$ cat config.mk
export PLATFORM = sky130hd
export DESIGN_NAME = mem_wb_stage_flat
export DESIGN_NICKNAME = d
export VERILOG_FILES = /design/src/rtl/cpu_pkg.sv /design/src/rtl/mem_wb_stage_if.sv /design/src/rtl/mem_wb_stage.sv /design/src/flat_wrapper.sv
export SDC_FILE = /design/constraint.sdc
export NUM_CORES = 1
export LEC_CHECK = 0
export CAP_MARGIN = 20
export CORE_MARGIN = 4
export CORE_UTILIZATION = 30
export DETAILED_ROUTE_END_ITERATION = 8
export PLACE_DENSITY_LB_ADDON = 0.05
export SKIP_LAST_GASP = 1
export SLEW_MARGIN = 5
export SYNTH_ARGS = -nofsm -noshare
export SYNTH_HDL_FRONTEND = slang
export SYNTH_SLANG_ARGS = --single-unit
$ cat constraint.sdc
create_clock -name clk -period 2.3 [get_ports clk]
set_clock_uncertainty 0.05 [all_clocks]
set_input_delay 0.345 -clock clk [delete_from_list [all_inputs] [get_ports clk]]
set_output_delay 0.345 -clock clk [all_outputs]
set_load 0.02 [all_outputs]
$ cat src/rtl/cpu_pkg.sv
// rtl/cpu_pkg.sv - shared types and default widths for the MEM/WB stage
package cpu_pkg;

  localparam int DEFAULT_DATA_W     = 16;
  localparam int DEFAULT_REG_ADDR_W = 4;

  typedef enum logic [2:0] {
    WB_SEL_ALU = 3'b000,
    WB_SEL_MEM = 3'b001,
    WB_SEL_IMM = 3'b010
  } wb_sel_t;

  typedef enum logic [0:0] {
    IDLE     = 1'b0,
    WAIT_MEM = 1'b1
  } mws_state_t;

endpackage

$ cat src/rtl/mem_wb_stage_if.sv
// rtl/mem_wb_stage_if.sv - data-memory load request/acknowledge port
interface mem_wb_stage_if
  import cpu_pkg::*;
#(
  parameter int DATA_W = DEFAULT_DATA_W
) ();

  logic              mem_req;
  logic [DATA_W-1:0] mem_addr;
  logic              mem_ack;
  logic [DATA_W-1:0] mem_rdata;

  modport master (
    output mem_req,
    output mem_addr,
    input  mem_ack,
    input  mem_rdata
  );

  modport slave (
    input  mem_req,
    input  mem_addr,
    output mem_ack,
    output mem_rdata
  );

endinterface

$ cat src/rtl/mem_wb_stage.sv
// rtl/mem_wb_stage.sv - MEM/WB pipeline register with load completion and timeout
module mem_wb_stage
  import cpu_pkg::*;
#(
  parameter int DATA_W      = DEFAULT_DATA_W,
  parameter int REG_ADDR_W  = DEFAULT_REG_ADDR_W,
  parameter int MEM_TIMEOUT = 15
) (
  input  logic                  clk,
  input  logic                  rst,
  input  logic                  flush,
  input  logic                  ex_valid,
  output logic                  ex_ready,
  input  logic [DATA_W-1:0]     ex_alu_result,
  input  logic [DATA_W-1:0]     ex_imm,
  input  logic [2:0]            ex_wb_sel,
  input  logic [REG_ADDR_W-1:0] ex_rd,
  input  logic                  ex_reg_write,
  input  logic                  ex_mem_read,
  mem_wb_stage_if.master        mem,
  output logic                  wb_valid,
  output logic [DATA_W-1:0]     wb_data0,
  output logic [DATA_W-1:0]     wb_data1,
  output logic [DATA_W-1:0]     wb_data2,
  output logic [2:0]            wb_select,
  output logic [REG_ADDR_W-1:0] wb_rd,
  output logic                  wb_reg_write,
  output logic                  sel_err,
  output logic                  mem_err
);

  localparam int CW = $clog2(MEM_TIMEOUT + 1);
  localparam logic [0:0] ST_IDLE = IDLE;
  localparam logic [0:0] ST_WAIT = WAIT_MEM;

  logic [0:0]            state_q, state_d;
  logic [CW-1:0]         cnt_q, cnt_d;
  logic                  mem_req_q, mem_req_d;
  logic [DATA_W-1:0]     mem_addr_q, mem_addr_d;
  logic                  wb_valid_q, wb_valid_d;
  logic [DATA_W-1:0]     wb_data0_q, wb_data0_d;
  logic [DATA_W-1:0]     wb_data1_q, wb_data1_d;
  logic [DATA_W-1:0]     wb_data2_q, wb_data2_d;
  logic [2:0]            wb_select_q, wb_select_d;
  logic [REG_ADDR_W-1:0] wb_rd_q, wb_rd_d;
  logic                  wb_reg_write_q, wb_reg_write_d;
  logic                  sel_err_q, sel_err_d;
  logic                  mem_err_q, mem_err_d;

  // Load payload parked here so the wb outputs keep their last values until completion.
  logic [DATA_W-1:0]     pend_data0_q, pend_data0_d;
  logic [DATA_W-1:0]     pend_data2_q, pend_data2_d;
  logic [2:0]            pend_select_q, pend_select_d;
  logic [REG_ADDR_W-1:0] pend_rd_q, pend_rd_d;
  logic                  pend_rw_q, pend_rw_d;
  logic                  pend_sel_err_q, pend_sel_err_d;

  logic       sel_legal;
  logic [2:0] sel_clean;

  assign sel_legal = (ex_wb_sel == WB_SEL_ALU) || (ex_wb_sel == WB_SEL_MEM) ||
                     (ex_wb_sel == WB_SEL_IMM);
  assign sel_clean = sel_legal ? ex_wb_sel : WB_SEL_ALU;

  always_comb begin
    state_d        = state_q;
    cnt_d          = cnt_q;
    mem_req_d      = mem_req_q;
    mem_addr_d     = mem_addr_q;
    wb_valid_d     = 1'b0;
    wb_data0_d     = wb_data0_q;
    wb_data1_d     = wb_data1_q;
    wb_data2_d     = wb_data2_q;
    wb_select_d    = wb_select_q;
    wb_rd_d        = wb_rd_q;
    wb_reg_write_d = wb_reg_write_q;
    sel_err_d      = 1'b0;
    mem_err_d      = 1'b0;
    pend_data0_d   = pend_data0_q;
    pend_data2_d   = pend_data2_q;
    pend_select_d  = pend_select_q;
    pend_rd_d      = pend_rd_q;
    pend_rw_d      = pend_rw_q;
    pend_sel_err_d = pend_sel_err_q;

    if (flush) begin
      state_d   = ST_IDLE;
      cnt_d     = '0;
      mem_req_d = 1'b0;
    end else if (state_q == ST_IDLE) begin
      if (ex_valid) begin
        if (ex_mem_read) begin
          pend_data0_d   = ex_alu_result;
          pend_data2_d   = ex_imm;
          pend_select_d  = sel_clean;
          pend_rd_d      = ex_rd;
          pend_rw_d      = ex_reg_write & sel_legal;
          pend_sel_err_d = ~sel_legal;
          mem_req_d      = 1'b1;
          mem_addr_d     = ex_alu_result;
          cnt_d          = CW'(1);
          state_d        = ST_WAIT;
        end else begin
          wb_valid_d     = 1'b1;
          wb_data0_d     = ex_alu_result;
          wb_data1_d     = '0;
          wb_data2_d     = ex_imm;
          wb_select_d    = sel_clean;
          wb_rd_d        = ex_rd;
          wb_reg_write_d = ex_reg_write & sel_legal;
          sel_err_d      = ~sel_legal;
        end
      end
    end else begin
      if (mem.mem_ack || (cnt_q == CW'(MEM_TIMEOUT))) begin
        // An ack landing on the final counted cycle still completes the load normally.
        wb_valid_d     = 1'b1;
        wb_data0_d     = pend_data0_q;
        wb_data1_d     = mem.mem_ack ? mem.mem_rdata : '0;
        wb_data2_d     = pend_data2_q;
        wb_select_d    = pend_select_q;
        wb_rd_d        = pend_rd_q;
        wb_reg_write_d = pend_rw_q & mem.mem_ack;
        sel_err_d      = pend_sel_err_q;
        mem_err_d      = ~mem.mem_ack;
        mem_req_d      = 1'b0;
        cnt_d          = '0;
        state_d        = ST_IDLE;
      end else begin
        cnt_d = cnt_q + CW'(1);
      end
    end
  end

  always_ff @(posedge clk) begin
    if (rst) begin
      state_q        <= ST_IDLE;
      cnt_q          <= '0;
      mem_req_q      <= 1'b0;
      mem_addr_q     <= '0;
      wb_valid_q     <= 1'b0;
      wb_data0_q     <= '0;
      wb_data1_q     <= '0;
      wb_data2_q     <= '0;
      wb_select_q    <= '0;
      wb_rd_q        <= '0;
      wb_reg_write_q <= 1'b0;
      sel_err_q      <= 1'b0;
      mem_err_q      <= 1'b0;
      pend_data0_q   <= '0;
      pend_data2_q   <= '0;
      pend_select_q  <= '0;
      pend_rd_q      <= '0;
      pend_rw_q      <= 1'b0;
      pend_sel_err_q <= 1'b0;
    end else begin
      state_q        <= state_d;
      cnt_q          <= cnt_d;
      mem_req_q      <= mem_req_d;
      mem_addr_q     <= mem_addr_d;
      wb_valid_q     <= wb_valid_d;
      wb_data0_q     <= wb_data0_d;
      wb_data1_q     <= wb_data1_d;
      wb_data2_q     <= wb_data2_d;
      wb_select_q    <= wb_select_d;
      wb_rd_q        <= wb_rd_d;
      wb_reg_write_q <= wb_reg_write_d;
      sel_err_q      <= sel_err_d;
      mem_err_q      <= mem_err_d;
      pend_data0_q   <= pend_data0_d;
      pend_data2_q   <= pend_data2_d;
      pend_select_q  <= pend_select_d;
      pend_rd_q      <= pend_rd_d;
      pend_rw_q      <= pend_rw_d;
      pend_sel_err_q <= pend_sel_err_d;
    end
  end

  assign ex_ready     = (state_q == ST_IDLE);
  assign mem.mem_req  = mem_req_q;
  assign mem.mem_addr = mem_addr_q;
  assign wb_valid     = wb_valid_q;
  assign wb_data0     = wb_data0_q;
  assign wb_data1     = wb_data1_q;
  assign wb_data2     = wb_data2_q;
  assign wb_select    = wb_select_q;
  assign wb_rd        = wb_rd_q;
  assign wb_reg_write = wb_reg_write_q;
  assign sel_err      = sel_err_q;
  assign mem_err      = mem_err_q;

endmodule
$ cat src/flat_wrapper.sv
// flat-port wrapper written by rule: the top's interface ports become plain ports
module mem_wb_stage_flat import cpu_pkg::*;
#(
  parameter int DATA_W      = DEFAULT_DATA_W,
  parameter int REG_ADDR_W  = DEFAULT_REG_ADDR_W,
  parameter int MEM_TIMEOUT = 15
)
  (clk, rst, flush, ex_valid, ex_ready, ex_alu_result, ex_imm, ex_wb_sel, ex_rd, ex_reg_write, ex_mem_read, wb_valid, wb_data0, wb_data1, wb_data2, wb_select, wb_rd, wb_reg_write, sel_err, mem_err, mem_mem_req, mem_mem_addr, mem_mem_ack, mem_mem_rdata);
  mem_wb_stage_if #(.DATA_W(DATA_W)) mem_i ();
  input  logic clk;
  input  logic rst;
  input  logic flush;
  input  logic ex_valid;
  output logic ex_ready;
  input  logic [DATA_W-1:0] ex_alu_result;
  input  logic [DATA_W-1:0] ex_imm;
  input  logic [2:0] ex_wb_sel;
  input  logic [REG_ADDR_W-1:0] ex_rd;
  input  logic ex_reg_write;
  input  logic ex_mem_read;
  output logic wb_valid;
  output logic [DATA_W-1:0] wb_data0;
  output logic [DATA_W-1:0] wb_data1;
  output logic [DATA_W-1:0] wb_data2;
  output logic [2:0] wb_select;
  output logic [REG_ADDR_W-1:0] wb_rd;
  output logic wb_reg_write;
  output logic sel_err;
  output logic mem_err;
  output wire logic [$bits(mem_i.mem_req)-1:0] mem_mem_req;
  output wire logic [$bits(mem_i.mem_addr)-1:0] mem_mem_addr;
  input wire logic [$bits(mem_i.mem_ack)-1:0] mem_mem_ack;
  input wire logic [$bits(mem_i.mem_rdata)-1:0] mem_mem_rdata;
  assign mem_mem_req = mem_i.mem_req;
  assign mem_mem_addr = mem_i.mem_addr;
  assign mem_i.mem_ack = mem_mem_ack;
  assign mem_i.mem_rdata = mem_mem_rdata;
  mem_wb_stage #(.DATA_W(DATA_W), .REG_ADDR_W(REG_ADDR_W), .MEM_TIMEOUT(MEM_TIMEOUT)) u_core (.clk(clk), .rst(rst), .flush(flush), .ex_valid(ex_valid), .ex_ready(ex_ready), .ex_alu_result(ex_alu_result), .ex_imm(ex_imm), .ex_wb_sel(ex_wb_sel), .ex_rd(ex_rd), .ex_reg_write(ex_reg_write), .ex_mem_read(ex_mem_read), .mem(mem_i), .wb_valid(wb_valid), .wb_data0(wb_data0), .wb_data1(wb_data1), .wb_data2(wb_data2), .wb_select(wb_select), .wb_rd(wb_rd), .wb_reg_write(wb_reg_write), .sel_err(sel_err), .mem_err(mem_err));
endmodule
; After elaboration in Yosys (flattened, before gate mapping)
; Cells that the tools add are included.
[word_totals]
regBits = 106
inputBits = 62
output_inout_bits = 77
word_cells = 89
[classes]
n_addsub = 1
eq_ne = 5
muxes = 46
bitwise = 7
n_reduce_logical = 12
[ops]
columns = cell, count
row1 = $mux W16, 13
row2 = $mux W4, 8
row3 = $mux W1, 20
row4 = $mux W3, 5
row5 = $reduce_and A4 Y1, 2
row6 = $not A1 Y1, 5
row7 = $add A4 B1 Y4 const B, 1
row8 = $eq A4 B4 Y1 const B, 1
row9 = $reduce_bool A2 Y1, 2
row10 = $reduce_or A4 Y1, 1
row11 = $eq A3 B1 Y1 const B, 1
row12 = $eq A3 B2 Y1 const B, 1
row13 = $logic_not A3 Y1, 1
row14 = $logic_or A1 B1 Y1, 3
row15 = $reduce_and A3 Y1, 1
row16 = $and A1 B1 Y1, 2
row17 = $ne A2 B1 Y1 const B, 1
row18 = $ne A2 B2 Y1 const B, 1
row19 = $reduce_and A2 Y1, 1
row20 = $reduce_or A2 Y1, 1

; Longest topological paths before layout
; Gate-level depths: netlist (run 1).
[depth]
depth_word = 7
depth_mapped = 7

; Worst setup path after synthesis (run 1)
; OpenSTA, ideal clock, no wires.
[synth_timing]
kind = flip-flop to flip-flop
from = reg u_core.cnt_q[0]
to = reg u_core.wb_reg_write_q (netlist: u_core.wb_reg_write)
setup_time_ps = 128
t_arrival_ps = 1419
required_ps = 2122
setup_slack_ps = 703
stages_incl_launch_ff = 8
period_less_slack_ps = 1597
cell_sequence = dfxtp_1 > ha_1 > nand3_1 > a221oi_2 > buf_4 > buf_4 > mux2i_1 > nor2_1
[synth_via]
elab_chain_len = 4
[synth_lines]
columns = item, line_no
row1 = start: declaration, mem_wb_stage.sv:37  ; logic [CW-1:0] cnt_q, cnt_d;
row2 = start signal: assignment, mem_wb_stage.sv:158  ; cnt_q <= cnt_d;
row3 = $eq A4 B4 Y1, mem_wb_stage.sv:115  ; if (mem.mem_ack || (cnt_q == CW'(MEM_TIMEOUT))) begin
row4 = $logic_or A1 B1 Y1, mem_wb_stage.sv:115
row5 = $ne A2 B2 Y1 (no line), -
row6 = $reduce_and A4 Y1 (no line), -
row7 = end signal: assignment, mem_wb_stage.sv:167  ; wb_reg_write_q <= wb_reg_write_d;
row8 = end: declaration, mem_wb_stage.sv:46  ; logic wb_reg_write_q, wb_reg_write_d;
; No other way between the ends.
; A chain may end at the register's enable or synchronous reset.

; Final worst setup path (run 1)
[layout_timing]
from = reg u_core.state_q
to = out ex_ready
[layout_via]
elab_chain_len = 1
[layout_lines]
columns = item, line_no
row1 = start: declaration, mem_wb_stage.sv:36  ; logic [0:0] state_q, state_d;
row2 = start signal: assignment, mem_wb_stage.sv:157  ; state_q <= state_d;
row3 = $not A1 Y1 (no line), -
row4 = end: declaration, flat_wrapper.sv:14  ; output logic ex_ready;
; No other way between the ends.

==> results of run 1 <==
layout make-up:
cell class                      count  area share [%]
Inverter                            4           0.246
Timing Repair Buffer              153            25.5
Clock buffer                       14            4.33
Tap cell                          176            3.61
Multi-Input combinational cell    329            31.0
Sequential cell                   106            34.8
Clock inverter                      2           0.574
cells in the mapped netlist (2+ instances only):
| cell | instances |
|---|---|
| dfxtp_1 | 106 |
| nand2_1 | 79 |
| a21oi_1 | 46 |
| nor2_1 | 45 |
| a211oi_1 | 40 |
| mux2i_1 | 37 |
| nand3_1 | 21 |
| clkbuf_1 | 20 |
| nand2b_1 | 20 |
| o21ai_1 | 16 |
| buf_2 | 12 |
| buf_4 | 5 |
| a31oi_1 | 3 |
| inv_1 | 3 |
| nor2b_1 | 2 |
| nor3_1 | 2 |
| nor4b_1 | 2 |
kinds of logic (layout without fill, tap and decap cells):
group / after synthesis / in the layout / share of synthesized area [%]
DFF: 106 / 106 / 50.7
and+or+nand+nor: 180 / 180 / 19.2
AOI/OAI and AO/OA: 110 / 110 / 16.2
xor gates and xnor gates: 1 / 1 / 0.209
adders and majority gates: 1 / 1 / 0.299
muxes: 37 / 37 / 8.86
buffers and inverters: 42 / 173 / 4.58
stage by stage:
| step | setup WS (ns) | cell area, µm² | power, mW | cells |
|---|---|---|---|---|
| 2_1_floorplan | 0.703 | 4180 | 2.25 | 477 |
| 3_3_place_gp | 0.244 | 5800 | 2.55 | 768 |
| 3_5_place_dp | 0.229 | 5800 | 2.55 | 768 |
| 4_1_cts | 0.325 | 6100 | 4.13 | 784 |
| 5_1_grt | 0.246 | 6100 | 4.26 | 784 |
| 6_report | 0.366 | 6100 | 4.06 | 784 |
sequential cells by signal, summed over array words and instances (netlist names), 3 cells and up:
name,cells
u_core.pend_data0_q,16
u_core.wb_data0,16
u_core.pend_data2_q,16
u_core.wb_data1,16
u_core.wb_data2,16
u_core.wb_select,3
u_core.pend_rd_q,4
u_core.cnt_q,4
u_core.pend_select_q,3
u_core.wb_rd,4
cell usage in the layout (no fill, tap or decap), drive strengths merged, types with 4 or more instances in the layout:
cell type,n
buf,16
nor2,45
a211oi,40
inv,4
a21oi,46
o21ai,16
clkbuf,14
dfxtp,106
nand2,79
nand3,21
nand2b,20
mux2i,37
clkdlybuf4s50,137
report_power, final:
group	total, mW	leakage (nW)	switching (mW)	internal (mW)
sequential	1.94	0.863	0.0375	1.90
combinational	0.561	1.01	0.276	0.285
clock	1.56	0.147	0.655	0.904
final timing paths:
kind / start / endpoint / depth (start not counted)
setup / recovery: u_core.state_q / ex_ready / 2
hold reg to reg: u_core.pend_select_q[2] / u_core.pend_select_q[2] / 2
hold / removal: rst / u_core.pend_data2_q[2] / 2
setup reg to reg: u_core.cnt_q[0] / u_core.wb_reg_write / 6
metal layers:
layer / vias up / GRT usage (%) / share of wire (%)
met2: 103 / 22.4 / 47
met1: 1652 / 17.2 / 44
met4: 0 / 3.60 / 1.0
li1: 1900 / - / -
met3: 7 / 6.14 / 7.9
met5: - / 0 / 0
critical path, cell delays in order (launching register included):
cell and delay, ns:
dfxtp_2 0.40, inv_2 0.17, clkdlybuf4s50_1 0.63
==> summary.md, run 1 <==
| Metric | Value |
|---|---|
| Final hold viol count | 0 |
| Share of the synthesized area in the top cell type | 50.7% |
| Critical Path RT | 1.90 ns |
| Synth cell types | 35 |
| Maxcap violations | 0 |
| Setup Fix Bufs, Post-CTS | 0 |
| Synth top area cells | dfxtp_1 51%, mux2i_1 8.9%, a211oi_1 7.2% |
| Outcome | complete, no violations |
| Final slew viol count | 0 |
| Area of the multi-input gates | 1890 µm² |
| Port Buffers | 138 |
| Hpwl dp | 7540 µm |
| # IOs | 139 |
| Largest net degree at the start of global routing | 63 |
| Post-synth EDFFs | 0 |
| DRT Pass-1 Iters | 4 |
| Initial DRC count | 143 |
| Setup crit end kind | output pin |
| Die area | 15900 µm² |
| Initial antenna violation count | 0 |
| Wirelength, routed | 11100 µm |
| Via/cell ratio | 4.67 |
| Pwr dens | 666 nW/µm² |
| Initial Utilization | 31.1% |
| Clk buf depth | 2 |
| Register area | 2120 µm² |
| Period utilization | 84.1% |
| CTS Buf Count | 9 |
| Filler instances | 1335 |
| Layout cell share with drive strength beyond 1 | 5.76% |
| Fin crit period | 1.93 ns |
| Diode count | 0 |
| Max IR drop VDD | 0.426 mV |
| Worst Setup Start Kind | flip-flop |
| Cell taking the most area after synthesis | dfxtp_1 |
| Min-Delay Path Class | in -> reg |
| Final ANT Viol Nets | 0 |
| GR Util All Layers | 14.0% |
| DIE WIDTH | 126 µm |
| RePlAce Congestion | 0.780 |
| First-pass GRT wire length | 18000 µm |
| Die H | 126 µm |
| # hold bufs at CTS | 0 |
| Worst endpoint data arrival time | 1.54 ns |
| Layout area overhead | 46.0% |
| Setup tns final | 0 ns |
| Worst Path Max Fanout | 7 |
| Syn Nets | 540 |
| Max Freq | 0.517 GHz |
| Clock Latency Late Sink | 0.35 ns |
| Vias in the first global route | 3419 |
| DRC | 0 |
| Routed vias | 3662 |
| Post-cts sizing count | 0 |
| Total gr overflow | 0 |
| Rows | 42 |
| Mapped Cells | 477 |
| Flop-to-flop setup slack | 0.42 ns |
| Clock slew at reported path FFs | 0.07 ns |
| Hold WS | 0.331 ns |
| # nets final | 666 |
| Flops & latches, synth | 106 |
| Final setup violation count | 0 |
| Core ar. | 13500 µm² |
| RSZ-0062 raised after global routing | no |
| Worst Path Class, Setup | reg -> out |
| Mapped Area | 4180 µm² |
| Root Buffer | clkbuf_16 |
| Final Core Density | 45.4% |
| Level count of the clock H-tree | 3 |
| Rel. slew slack | 68.6% |
| Top FF cell, synth | dfxtp_1 |
| Fraction of registers with async set/reset | 0% |
| Routed len/inst | 14.2 µm |
| Ys Warns | 0 |
| TritonCTS clock tree | done |
| Avg Inst Size Synth | 8.77 µm² |
| TritonCTS Sinks | 106 |
| Slew @ Worst Pin | 0.471 ns |
| Leak Pwr | 2.02 nW |
| Post-synthesis sequential area ratio | 50.7% |
No activity file was read; power rests on OpenSTA's default activity.
==> inputs of run 2 (changes only) <==
clock period = 1.8 ns   (was 2.3 ns; I/O delays follow)
==> run 2 against run 1 <==
Net effect:
- critical path depth increased by 6
- worst setup slack worse by 0.29 ns
- via count is 2.9% higher
- combinational power up 38%
- cell count grew 2.6%
- highest routed layer unchanged
==> summary.md, run 2 (synthesis gave the netlist of run 1 again) <==
| Metric | Value |
|---|---|
| # hold bufs at CTS | 0 (unchanged) |
| Maxcap violations | 0 (unchanged) |
| Largest net degree at the start of global routing | 44 (was 63) |
| P_sw | 1.24 mW (was 0.968 mW) |
| Die H | 126 µm (unchanged) |
| Hpwl dp | 8120 µm (was 7540 µm) |
| DRT Pass-1 Iters | 4 (unchanged) |
| Root Buffer | clkbuf_16 (unchanged) |
| Seq pwr share | 48.1% (was 47.8%) |
| Wirelength, routed | 11600 µm (was 11100 µm) |
| Filler instances | 1351 (was 1335) |
| Worst Path Class, Setup | reg -> reg (was reg -> out) |
| Worst endpoint data arrival time | 1.89 ns (was 1.54 ns) |
| Vias in the first global route | 3715 (was 3419) |
| Cells along the critical path | ha_4 -> nand3_4 -> a221oi_4 -> buf_6 -> clkbuf_16 -> buf_6 -> mux2i_1 -> nor2_1 (was inv_2 -> clkdlybuf4s50_1) |
| Leak Pwr | 2.13 nW (was 2.02 nW) |
| Switching Fraction | 24.1% (was 23.8%) |
| Dpl cell area | 5960 µm² (was 5800 µm²) |
| Initial antenna violation count | 0 (unchanged) |
| Initial DRC count | 178 (was 143) |
| RePlAce Congestion | 0.752 (was 0.780) |
| Logic pwr share | 15.0% (was 13.8%) |
| Power Total | 5.16 mW (was 4.06 mW) |
| Routed vias | 3768 (was 3662) |
| TritonCTS clock tree | done (unchanged) |
| GR Util All Layers | 14.4% (was 14.0%) |
| Rows | 42 (unchanged) |
| Final ANT Viol Nets | 0 (unchanged) |
| Layout area overhead | 51.9% (was 46.0%) |
| Level count of the clock H-tree | 3 (unchanged) |
| Clock Latency Late Sink | 0.34 ns (was 0.35 ns) |
| Die area | 15900 µm² (unchanged) |
| Setup crit end kind | flip-flop (was output pin) |
| Core ar. | 13500 µm² (unchanged) |
| Setup tns final | 0 ns (unchanged) |
| Routed len/inst | 14.4 µm (was 14.2 µm) |
| Final setup violation count | 0 (unchanged) |
| Critical Path RT | 1.97 ns (was 1.90 ns) |
| Worst Setup SP | u_core.cnt_q[1] (was u_core.state_q) |
| Outcome | complete, no violations (unchanged) |
| Power share of the clock group | 36.9% (was 38.4%) |
| First-pass GRT wire length | 18700 µm (was 18000 µm) |
| CP delay by family, top | buffers and inverters (unchanged) |
| DRC | 0 (unchanged) |
| Clk buf depth | 2 (unchanged) |
| Final hold viol count | 0 (unchanged) |
| Placed cell count | 787 (was 768) |
| Worst stage delay on the critical path | 0.37 ns (was 0.63 ns) |
| Final slew viol count | 0 (unchanged) |
| Clock slew at reported path FFs | 0.07 ns (about the same) |
| Final Core Density | 47.2% (was 45.4%) |
| Diode count | 0 (unchanged) |
| RSZ-0062 raised after global routing | yes (was no) |
| Period utilization | 95.5% |
| Initial Utilization | 31.1% (unchanged) |
| Rel. slew slack | 74.0% (was 68.6%) |
| Total gr overflow | 0 (unchanged) |
| Min-Delay Path Class | in -> reg (unchanged) |
| # IOs | 139 (unchanged) |
| Max Freq | 0.582 GHz |
| Launching point of the worst reg2reg path | u_core.cnt_q[1] (was u_core.cnt_q[0]) |
| # nets final | 687 (was 666) |
| Slew @ Worst Pin | 0.391 ns (was 0.471 ns) |
| Commonest non-fill, non-tap cells in the layout | 136 x clkdlybuf4s50_1, 103 x dfxtp_1, 79 x nand2_1 (was 137 x clkdlybuf4s50_1, 105 x dfxtp_1, 79 x nand2_1) |
| Worst Path Max Fanout | 5 (was 7) |
| Worst Hold Launch | rst (unchanged) |
| Final Non-Filler Cells | 804 (was 784) |
| TritonCTS Sinks | 106 (unchanged) |
| Layout cell share with drive strength beyond 1 | 10.7% (was 5.76%) |
| CP Buf/Inv Count | 3 (was 2) |
| Via/cell ratio | 4.69 (was 4.67) |
| CTS Buf Count | 9 (unchanged) |
| Final Cell Area | 6350 µm² (was 6100 µm²) |
| Most common cell after layout, fill and taps aside | clkdlybuf4s50_1 (unchanged) |
| Critical-path top delay cell | dfxtp_4 (was clkdlybuf4s50_1) |
| Cell-internal power | 3.92 mW (was 3.09 mW) |
| Pwr dens | 813 nW/µm² (was 666 nW/µm²) |
| Max IR drop VDD | 0.346 mV (was 0.426 mV) |
| Port Buffers | 138 (unchanged) |
| Fin crit period | 1.72 ns |
| Worst Setup Start Kind | flip-flop (unchanged) |
| DIE WIDTH | 126 µm (unchanged) |
| Most common cell on crit path | buf_6 |
==> run 2: changes by cell type in the layout (fill, tap and decap cells not counted), sizes merged <==
cell	before	now
buf	16	36
bufinv	1	0
clkbuf	14	15
clkdlybuf4s50	137	136
clkinv	1	0
clkinvlp	0	1
dlygate4sd2	0	1
==> run 2: final cells by class <==
| cell class | instances | area, µm² | area share (%) |
|---|---|---|---|
| clock buffer | 14 | 284 | 4.47 |
| clock inverter | 1 | 7.51 | 0.118 |
| inverter | 4 | 15.0 | 0.236 |
| multi-input combinational | 329 | 1950 | 30.7 |
| sequential | 106 | 2130 | 33.5 |
| tap | 176 | 220 | 3.47 |
| timing repair buffer | 174 | 1750 | 27.5 |
==> run 2: timing repair <==
action,in CTS,in global routing
endpoints found under the hold margin,0,0
resized for setup,1,15
pin swaps,0,2
cloned,0,1
endpoints found under the setup margin,4,51
setup buffers,0,1
==> run 2: through the flow <==
stage,setup slack (ns),hold WS (ns)
after floorplan,0.203,0.299
after global placement,-0.0630,0.383
after detailed placement,-0.126,0.384
after CTS,-0.0215,0.280
after global routing,-0.0243,0.312
final,0.0809,0.297
==> run 2: path summary, 6_finish.rpt <==
path,to,slack [ns],cells past startpoint
setup reg to reg,u_core.wb_reg_write,0.08,8
hold / removal,u_core.pend_data2_q[9],0.30,2
hold reg to reg,u_core.pend_select_q[2],0.39,2
setup / recovery,u_core.wb_reg_write,0.08,8
==> run 2: power by group through the flow <==
| stage | logic, mW | clock network [mW] | registers (mW) |
|---|---|---|---|
| global placement | 0.761 | 0 | 2.53 |
| detailed placement | 0.763 | 0 | 2.54 |
| finish | 0.773 | 1.90 | 2.48 |
| floorplan | 0.266 | 0 | 2.61 |
| CTS | 0.766 | 1.99 | 2.48 |
| global route | 0.839 | 2.08 | 2.49 |
==> run 2: layer usage <==
metal  vias up  global-route usage (%)  routed length, µm
met4         0                    5.49                191
met1      1725                    17.7               5180
met3        13                    4.32                768
li1       1937                       -                  -
met2        93                    23.6               5410
met5         -                       0                  0
